`src/rtl/core_run_ctrl_if.sv`:
```
// Signal bundle between the run controller and its environment: host load stream,
// IMEM write port, core reset/data-store monitor and status.
interface core_run_ctrl_if #(
  parameter int unsigned AW = 6
) ();
  logic          start;
  logic          load_valid;
  logic          load_ready;
  logic [31:0]   load_data;
  logic          load_last;
  logic          imem_we;
  logic [AW-1:0] imem_addr;
  logic [31:0]   imem_wdata;
  logic          core_reset;
  logic          MemWrite;
  logic [31:0]   DataAdr;
  logic [31:0]   WriteData;
  logic          busy;
  logic          done;
  logic          pass;
  logic [1:0]    fail_code;
  logic [31:0]   cycle_count;

  modport master (
    input  start, load_valid, load_data, load_last, MemWrite, DataAdr, WriteData,
    output load_ready, imem_we, imem_addr, imem_wdata, core_reset,
           busy, done, pass, fail_code, cycle_count
  );

  modport slave (
    output start, load_valid, load_data, load_last, MemWrite, DataAdr, WriteData,
    input  load_ready, imem_we, imem_addr, imem_wdata, core_reset,
           busy, done, pass, fail_code, cycle_count
  );
endinterface

```
`src/rtl/core_run_ctrl.sv`:
```
// Run controller for the RV32I core: loads IMEM from a host stream, releases the core
// from reset and turns its data-memory stores into a pass/fail/timeout verdict.
module core_run_ctrl #(
  parameter int unsigned IMEM_WORDS     = 64,
  parameter int unsigned TIMEOUT_CYCLES = 10000,
  parameter logic [31:0] TOHOST_ADDR    = 32'd32,
  parameter logic [31:0] SCRATCH_ADDR   = 32'd16
) (
  input logic             clk,
  input logic             reset,
  core_run_ctrl_if.master bus
);
  localparam int unsigned AW = $clog2(IMEM_WORDS);

  typedef enum logic [2:0] {StIdle, StLoad, StHold, StRun, StDone} state_e;

  state_e        state_q;
  logic [AW-1:0] idx_q;
  logic          hold_q;
  logic          load_ready_q;
  logic          core_reset_q;
  logic          busy_q;
  logic          done_q;
  logic          pass_q;
  logic [1:0]    fail_code_q;
  logic [31:0]   cycle_count_q;

  logic is_tohost;
  logic store_hit;
  logic last_word;
  logic timeout_hit;

  // Scratch stores are tolerated; every other store ends the run.
  always_comb begin
    is_tohost   = (bus.DataAdr == TOHOST_ADDR);
    store_hit   = bus.MemWrite && (is_tohost || (bus.DataAdr != SCRATCH_ADDR));
    last_word   = bus.load_last || (idx_q == AW'(IMEM_WORDS - 1));
    timeout_hit = (cycle_count_q == 32'(TIMEOUT_CYCLES - 1));
  end

  always_ff @(posedge clk) begin
    if (reset) begin
      state_q       <= StIdle;
      idx_q         <= '0;
      hold_q        <= 1'b0;
      load_ready_q  <= 1'b0;
      core_reset_q  <= 1'b1;
      busy_q        <= 1'b0;
      done_q        <= 1'b0;
      pass_q        <= 1'b0;
      fail_code_q   <= 2'd0;
      cycle_count_q <= '0;
    end else begin
      unique case (state_q)
        StIdle, StDone: begin
          if (bus.start) begin
            state_q       <= StLoad;
            idx_q         <= '0;
            load_ready_q  <= 1'b1;
            busy_q        <= 1'b1;
            done_q        <= 1'b0;
            pass_q        <= 1'b0;
            fail_code_q   <= 2'd0;
            cycle_count_q <= '0;
          end
        end
        StLoad: begin
          if (bus.load_valid) begin
            if (last_word) begin
              // Index is left in place so it never wraps past the top word.
              state_q      <= StHold;
              load_ready_q <= 1'b0;
              hold_q       <= 1'b0;
            end else begin
              idx_q <= idx_q + 1'b1;
            end
          end
        end
        StHold: begin
          hold_q <= 1'b1;
          if (hold_q) begin
            state_q       <= StRun;
            core_reset_q  <= 1'b0;
            cycle_count_q <= '0;
          end
        end
        StRun: begin
          if (store_hit || timeout_hit) begin
            state_q      <= StDone;
            core_reset_q <= 1'b1;
            busy_q       <= 1'b0;
            done_q       <= 1'b1;
            // A classified store outranks the timeout in the same cycle.
            if (store_hit) begin
              if (is_tohost && (bus.WriteData == 32'd1)) begin
                pass_q <= 1'b1;
              end else if (is_tohost && (bus.WriteData == 32'd0)) begin
                fail_code_q <= 2'd1;
              end else begin
                fail_code_q <= 2'd2;
              end
            end else begin
              fail_code_q <= 2'd3;
            end
          end else begin
            cycle_count_q <= cycle_count_q + 32'd1;
          end
        end
        default: state_q <= StIdle;
      endcase
    end
  end

  assign bus.load_ready  = load_ready_q;
  assign bus.imem_we     = load_ready_q && bus.load_valid;
  assign bus.imem_addr   = idx_q;
  assign bus.imem_wdata  = bus.load_data;
  assign bus.core_reset  = core_reset_q;
  assign bus.busy        = busy_q;
  assign bus.done        = done_q;
  assign bus.pass        = pass_q;
  assign bus.fail_code   = fail_code_q;
  assign bus.cycle_count = cycle_count_q;
endmodule
```
`src/flat_wrapper.sv`:
```
// flat-port wrapper written by rule: the top's interface ports become plain ports
module core_run_ctrl_flat 
#(
  parameter int unsigned IMEM_WORDS     = 64,
  parameter int unsigned TIMEOUT_CYCLES = 10000,
  parameter logic [31:0] TOHOST_ADDR    = 32'd32,
  parameter logic [31:0] SCRATCH_ADDR   = 32'd16
)
  (clk, reset, bus_start, bus_load_valid, bus_load_data, bus_load_last, bus_MemWrite, bus_DataAdr, bus_WriteData, bus_load_ready, bus_imem_we, bus_imem_addr, bus_imem_wdata, bus_core_reset, bus_busy, bus_done, bus_pass, bus_fail_code, bus_cycle_count);
  core_run_ctrl_if bus_i ();
  input logic clk;
  input logic reset;
  input wire logic [$bits(bus_i.start)-1:0] bus_start;
  input wire logic [$bits(bus_i.load_valid)-1:0] bus_load_valid;
  input wire logic [$bits(bus_i.load_data)-1:0] bus_load_data;
  input wire logic [$bits(bus_i.load_last)-1:0] bus_load_last;
  input wire logic [$bits(bus_i.MemWrite)-1:0] bus_MemWrite;
  input wire logic [$bits(bus_i.DataAdr)-1:0] bus_DataAdr;
  input wire logic [$bits(bus_i.WriteData)-1:0] bus_WriteData;
  output wire logic [$bits(bus_i.load_ready)-1:0] bus_load_ready;
  output wire logic [$bits(bus_i.imem_we)-1:0] bus_imem_we;
  output wire logic [$bits(bus_i.imem_addr)-1:0] bus_imem_addr;
  output wire logic [$bits(bus_i.imem_wdata)-1:0] bus_imem_wdata;
  output wire logic [$bits(bus_i.core_reset)-1:0] bus_core_reset;
  output wire logic [$bits(bus_i.busy)-1:0] bus_busy;
  output wire logic [$bits(bus_i.done)-1:0] bus_done;
  output wire logic [$bits(bus_i.pass)-1:0] bus_pass;
  output wire logic [$bits(bus_i.fail_code)-1:0] bus_fail_code;
  output wire logic [$bits(bus_i.cycle_count)-1:0] bus_cycle_count;
  assign bus_i.start = bus_start;
  assign bus_i.load_valid = bus_load_valid;
  assign bus_i.load_data = bus_load_data;
  assign bus_i.load_last = bus_load_last;
  assign bus_i.MemWrite = bus_MemWrite;
  assign bus_i.DataAdr = bus_DataAdr;
  assign bus_i.WriteData = bus_WriteData;
  assign bus_load_ready = bus_i.load_ready;
  assign bus_imem_we = bus_i.imem_we;
  assign bus_imem_addr = bus_i.imem_addr;
  assign bus_imem_wdata = bus_i.imem_wdata;
  assign bus_core_reset = bus_i.core_reset;
  assign bus_busy = bus_i.busy;
  assign bus_done = bus_i.done;
  assign bus_pass = bus_i.pass;
  assign bus_fail_code = bus_i.fail_code;
  assign bus_cycle_count = bus_i.cycle_count;
  core_run_ctrl #(.IMEM_WORDS(IMEM_WORDS), .TIMEOUT_CYCLES(TIMEOUT_CYCLES), .TOHOST_ADDR(TOHOST_ADDR), .SCRATCH_ADDR(SCRATCH_ADDR)) u_core (.clk(clk), .reset(reset), .bus(bus_i));
endmodule
```
`config.mk`:
```
export PLATFORM = sky130hd
export DESIGN_NAME = core_run_ctrl_flat
export DESIGN_NICKNAME = d
export VERILOG_FILES = /design/src/rtl/core_run_ctrl_if.sv /design/src/rtl/core_run_ctrl.sv /design/src/flat_wrapper.sv
export SDC_FILE = /design/constraint.sdc
export NUM_CORES = 1
export LEC_CHECK = 0
export ABC_AREA = 0
export BUFFER_PORTS_ARGS = -buffer_cell sky130_fd_sc_hd__buf_2
export CORE_AREA = 2 2 105 107
export DETAILED_ROUTE_END_ITERATION = 12
export DIE_AREA = 0 0 107 109
export PLACE_DENSITY = 0.7
export SETUP_SLACK_MARGIN = 0.15
export SLEW_MARGIN = 10
export SYNTH_ARGS = -nofsm -noshare
export SYNTH_HDL_FRONTEND = slang
export SYNTH_SLANG_ARGS = --single-unit
```
`constraint.sdc`:
```
create_clock -name clk -period 5.65 [get_ports clk]
set_input_delay 0.565 -clock clk [delete_from_list [all_inputs] [get_ports clk]]
set_output_delay 0.565 -clock clk [all_outputs]
set_load 0.05 [all_outputs]
```
==> results of run 1 <==
per-stage QoR:
step,hold slack (ns),setup WS (ns),instances,utilization (%)
4_1_cts,0.4621,2.542,625,34.33
6_report,0.4545,2.495,625,34.33
3_5_place_dp,0.4477,2.491,617,33.28
2_1_floorplan,0.4797,3.186,412,-
5_1_grt,0.4902,2.241,625,34.33
3_3_place_gp,0.4386,2.549,617,33.28
cells by family after synthesis:
group           share of synthesized area (%)
simple gates                            31.05
compound gates                          21.63
buf+inv                                 12.82
flops                                   31.82
xor+xnor                               0.8524
mux                                     1.015
fa+ha+maj                              0.8116
Yosys cell counts (all sizes together), types with 2 or more instances:
library cell,instances
clkbuf,17
nand4,15
inv,20
mux2i,2
and3,5
nand2b,3
xnor2,2
and4,2
nor3,10
o211ai,2
nor2b,3
dfxtp,49
a31oi,11
ha,2
a22oi,3
or3,11
buf,35
o21ai,15
nor2,39
nor4b,2
a221oi,4
nand3,28
a211oi,2
a41oi,2
and2,5
o32ai,9
a311oi,9
a21oi,27
nand2,36
nor4,19
or2,2
or4,2
o31a,2
critical path: cells and delay by family, from the launching register on:
kind	cells	cell delay [ns]
simple gates	3	1.87
compound gates	3	0.71
flops	1	0.50
worst max path at each step:
| stage | from | cells after the start | end | slack, ns |
|---|---|---|---|---|
| detailed placement | bus_DataAdr[10] | 7 | u_core.bus.cycle_count[29] | 2.49 |
| floorplan | bus_DataAdr[10] | 7 | u_core.bus.cycle_count[11] | 3.19 |
| global route | u_core.state_q[1] | 6 | u_core.bus.cycle_count[24] | 2.24 |
| global placement | bus_DataAdr[10] | 7 | u_core.bus.cycle_count[29] | 2.55 |
| finish | u_core.state_q[1] | 6 | u_core.bus.cycle_count[29] | 2.50 |
| CTS | u_core.state_q[1] | 6 | u_core.bus.cycle_count[29] | 2.54 |
power groups by stage:
stage / logic [mW] / registers (mW) / clock network, mW
after global routing: 0.0994 / 0.355 / 0.276
after CTS: 0.0913 / 0.354 / 0.264
after global placement: 0.0885 / 0.361 / 0
final: 0.0911 / 0.354 / 0.260
after detailed placement: 0.0912 / 0.362 / 0
after floorplan: 0.105 / 0.366 / 0
sequential cells by signal (all words and copies together), names as in the netlist:
| register | count |
|---|---|
| u_core.bus.load_ready | 1 |
| u_core.bus.done | 1 |
| u_core.bus.busy | 1 |
| u_core.bus.fail_code | 2 |
| u_core.bus.core_reset | 1 |
| u_core.bus.imem_addr | 6 |
| u_core.hold_q | 1 |
| u_core.bus.cycle_count | 32 |
| u_core.bus.pass | 1 |
| u_core.state_q | 3 |
area by class of cell:
cell class              instances  area (um^2)  share of cell area (%)
multi-input cells             291         1707                   46.89
flip-flops and latches         49        980.9                   26.95
repair buffers                117        590.6                   16.23
well taps                     140        175.2                   4.813
inverters                      20        75.07                   2.063
clock buffers                   6        72.57                   1.994
clock inverters                 2        38.79                   1.066
routing by layer:
metal  global-route usage [%]  share of wire (%)  vias to the layer above
met5                        0                  0                        -
met4                    4.453                1.0                        0
met3                    3.766                8.5                       23
met2                    28.84                 48                      166
met1                    21.08                 42                     1619
li1                         -                  -                     1649
==> impl_metrics.yaml, run 1 <==
placement:
  dp_hpwl_mm: 7.323
  place.gp.congestion: 0.8776
  postPlaceCellArea_mm2: 0.003528
  io_buffers: 115
worst_setup_path:
  worstSetupEndpointType: "register"
  crit_slowest_cell: "nor2_1"
  cp-start-kind: "register"
  r2r-end: "u_core.bus.cycle_count[29]"
  worstPathArrival_ns: 3.38
  reg2regPathDepth: 6
  worstPathCellList: "nor2b_1 -> and2_1 -> o21ai_1 -> nor2_1 -> a41oi_1 -> a311oi_1"
  critPathKind: "reg2reg"
  reg2reg_from: "u_core.state_q[1]"
  cp_slowest_stage_delay_ns: 0.89
  required_ns: 5.87
  worstPathMaxFanout: 18
  worst-r2r-setup-slack_ns: 2.50
global_route:
  grt_pass1_vias: 3254
  antenna_found_initial: 0
  overflow: 0
  grt_max_degree: 47
  grt_usage_pct: 16.72
  grt_pass1_wl_mm: 15.67
power:
  clockPowerShare_pct: 36.9
  p_total_mw: 0.7045
  leakagePower_nw: 1.379
  power_density_mw_per_mm2: 193.6
  internal_power_mw: 0.5165
  combPwrFrac_pct: 12.9
  pwr-share-seq_pct: 50.2
  p_sw_mw: 0.1880
  swShare_pct: 26.69
  ir_drop_uv: 110.7
synth:
  syn-num-nets: 516
  synth_cells: 412
  yosys.area.top_type: "dfxtp_1"
  synth.top_cell.area_share_pct: 31.82
  synth-edff-count: 0
  synth_area_leaders: "dfxtp_1, buf_4, nor2_1"
  synth-async-reset-ratio_pct: 0
  yosys_most_used_dff: "dfxtp_1"
  yosys_warnings: 0
  synth_area_mm2: 0.003083
  avgSynthCellArea_um2: 7.483
  synth.distinct_cells: 56
  ys_seq_elements: 49
  yosysSeqAreaShare_pct: 31.82
sta:
  finClkSkew_ns: 0.01453
  min_period_ns: 3.155
  post-route-period-util_pct: 55.84
  tns_ns: 0
  fmax_ghz: 0.3170
  hold_violations: 0
  relSlewSlack_pct: 24.78
  tightestPinTransition_ns: 1.124
  finalSetupViolCount: 0
  slew_violations: 0
  rsz0062_at_grt: "no"
layout:
  final_common_cell: "buf_2"
  n_antenna_cell: 0
  fillers: 1151
  final_cell_mix: "buf_2, dfxtp_1, nor2_1"
  design_area_mm2: 0.003640
  syn2layout_area_growth_pct: 18.06
  fin_nets: 588
  drive_above_1_share_pct: 26.60
worst_hold_path:
  holdPathStages: 2
  min_to: "u_core.bus.pass"
  hp-start: "u_core.bus.pass"
  hp-class: "reg2reg"
floorplan:
  rows: 38
  coreArea_mm2: 0.01060
  io_pins: 180
  die_area_mm2: 0.01166
  fp.dieW_um: 107
  fp.dieH_um: 109
  initial_utilization_pct: 29.08
clock_tree:
  cts_tree: "done"
  clkLatencyLatePin_ns: 0.31
  cts_buffers: 5
  postCtsHoldBufs: 0
  root_buffer: "clkbuf_8"
  cts_buffer_depth: 2
  cts.sinks: 49
  h-tree-depth: 2
  cts_setup_buffers: 0
  path_clk_slew_ns: 0.09
  cts_resized: 0
routing:
  drt_wl_total_mm: 9.827
  drtPass1Iterations: 5
  route.detailed.drc: 0
  drt-wirelength-per-cell_um: 15.72
  vias: 3457
  first_iter_violations: 198
  ant_nets: 0
  vias_per_cell: 5.531
run:
  cap_violations: 0
run_status:
  outcome: "completed"
Note: power is estimated with default switching activity, not from simulation.
==> run 2: changes to the inputs <==
--- a/config.mk
+++ b/config.mk
@@ -10,7 +10,7 @@
 export CORE_AREA = 2 2 105 107
 export DETAILED_ROUTE_END_ITERATION = 12
 export DIE_AREA = 0 0 107 109
-export PLACE_DENSITY = 0.7
+export PLACE_DENSITY = 0.72
 export SETUP_SLACK_MARGIN = 0.15
 export SLEW_MARGIN = 10
 export SYNTH_ARGS = -nofsm -noshare
==> constraint.sdc (replaced) <==
create_clock -name clk -period 2.65 [get_ports clk]
set_input_delay 0.265 -clock clk [delete_from_list [all_inputs] [get_ports clk]]
set_output_delay 0.265 -clock clk [all_outputs]
set_load 0.05 [all_outputs]
==> run 2 against run 1 <==
Die area unchanged. Clock skew rose by 0.0058 ns. Largest cell class unchanged. Total power rose by 100%. Sequential power is 110% higher. Core utilization grew 0.83 points. Register-to-register slack got worse by 2.1 ns. Final cell count increased by 2.2%. Critical endpoint is now u_core.bus.cycle_count[25]. Combinational power rose by 120%. Flip-flop and latch count stayed put. Wire length about the same. Sequential share of layout area is 0.63 points lower.
==> impl_metrics.yaml, run 2 (synthesis gave the netlist of run 1 again) <==
run_status:
  outcome: "completed"
power:
  internal_power_mw: 1.011
  combPwrFrac_pct: 13.9
  leakagePower_nw: 1.440
  p_sw_mw: 0.4153
  pwr-share-seq_pct: 52.9
  swShare_pct: 29.11
  clockPowerShare_pct: 33.2
  power_density_mw_per_mm2: 382.7
  ir_drop_uv: 210.7
placement:
  dp_hpwl_mm: 7.447
  io_buffers: 115
  place.gp.congestion: 0.8795
  pre_cts_slack_ns: 0.2044
floorplan:
  rows: 38
  fp.dieH_um: 109
  fp.dieW_um: 107
  die_area_mm2: 0.01166
  initial_utilization_pct: 29.08
  coreArea_mm2: 0.01060
  io_pins: 180
routing:
  first_iter_violations: 194
  ant_nets: 0
  vias: 3426
  drt-wirelength-per-cell_um: 15.36
  drt_wl_total_mm: 9.818
  drtPass1Iterations: 5
  vias_per_cell: 5.362
  route.detailed.drc: 0
run:
  cap_violations: 0
global_route:
  grt_usage_pct: 16.71
  grt_max_degree: 46
  antenna_found_initial: 0
  overflow: 0
  grt_pass1_wl_mm: 15.68
  grt_pass1_vias: 3286
worst_setup_path:
  critPathKind: "reg2reg"
  required_ns: 2.88
  cp-start-kind: "register"
  worstPathMaxFanout: 16
  worstSetupEndpointType: "register"
  worstPathArrival_ns: 2.49
clock_tree:
  postCtsHoldBufs: 0
  cts_tree: "done"
  cts_buffer_depth: 2
  h-tree-depth: 2
  root_buffer: "clkbuf_8"
  cts_setup_buffers: 0
  path_clk_slew_ns: 0.11
  cts_resized: 0
  clkLatencyLatePin_ns: 0.32
  cts.sinks: 49
  cts_buffers: 5
sta:
  tightestPinTransition_ns: 0.6709
  min_period_ns: 2.265
  finalSetupViolCount: 0
  post-route-period-util_pct: 85.49
  relSlewSlack_pct: 55.11
  slew_violations: 0
  hold_violations: 0
  whs_ns: 0.2985
  fmax_ghz: 0.4414
  finClkSkew_ns: 0.02032
  rsz0062_at_grt: "no"
  layout_setup_ws_ns: 0.3846
  tns_ns: 0
layout:
  final_common_cell: "buf_2"
  largest_register_ffs: 32
  final_cell_mix: "buf_2, dfxtp_1, nor2_1"
  n_antenna_cell: 0
  syn2layout_area_growth_pct: 20.90
  fin_nets: 602
  drive_above_1_share_pct: 29.06
worst_hold_path:
  hp-class: "in2reg"
-- run 2: worst max-delay path, stage by stage (launching register included) --
cell and delay, ns:
dfxtp_1 0.51, nor2b_1 0.42, and2_1 0.22, o21ai_2 0.07, or2_4 0.31, or4_4 0.53
mux2i_1 0.13
-- run 2: area by class of cell --
cell class | instances | area, um^2
timing repair buffer | 131 | 695.7
multi-input combinational | 291 | 1710
fill | 1137 | 6875
inverter | 20 | 75.07
clock buffer | 5 | 68.82
sequential | 49 | 980.9
clock inverter | 3 | 21.27
tap | 140 | 175.2
-- run 2: final timing paths --
| check | start | endpoint | slack (ns) | cells past startpoint |
|---|---|---|---|---|
| min reg2reg | u_core.bus.pass | u_core.bus.pass | 0.46 | 2 |
| min | bus_start | u_core.state_q[2] | 0.30 | 4 |
| max reg2reg | u_core.state_q[1] | u_core.bus.cycle_count[25] | 0.38 | 6 |
| max | u_core.state_q[1] | u_core.bus.cycle_count[25] | 0.38 | 6 |
-- run 2: layer usage --
layer	up-vias	routed length, um	track usage, %
met5	-	0	0
met4	0	108	4.917
met3	17	844	3.467
met2	161	4711	29.89
met1	1565	4153	20.23
li1	1683	-	-
-- run 2: power by group through the flow --
stage / Combinational, mW / Clock, mW / Sequential [mW]
2_1_floorplan: 0.225 / 0 / 0.780
3_3_place_gp: 0.192 / 0 / 0.771
3_5_place_dp: 0.196 / 0 / 0.771
4_1_cts: 0.197 / 0.482 / 0.754
5_1_grt: 0.217 / 0.506 / 0.756
6_report: 0.198 / 0.474 / 0.754
-- run 2: through the flow --
stage	util [%]	instance area [um^2]	instances	power (mW)
after floorplan	-	3083	412	1.005
after global placement	34.27	3633	631	0.9629
after detailed placement	34.27	3633	631	0.9673
after CTS	35.12	3724	639	1.433
after global routing	35.15	3727	639	1.480
final	35.15	3727	639	1.426
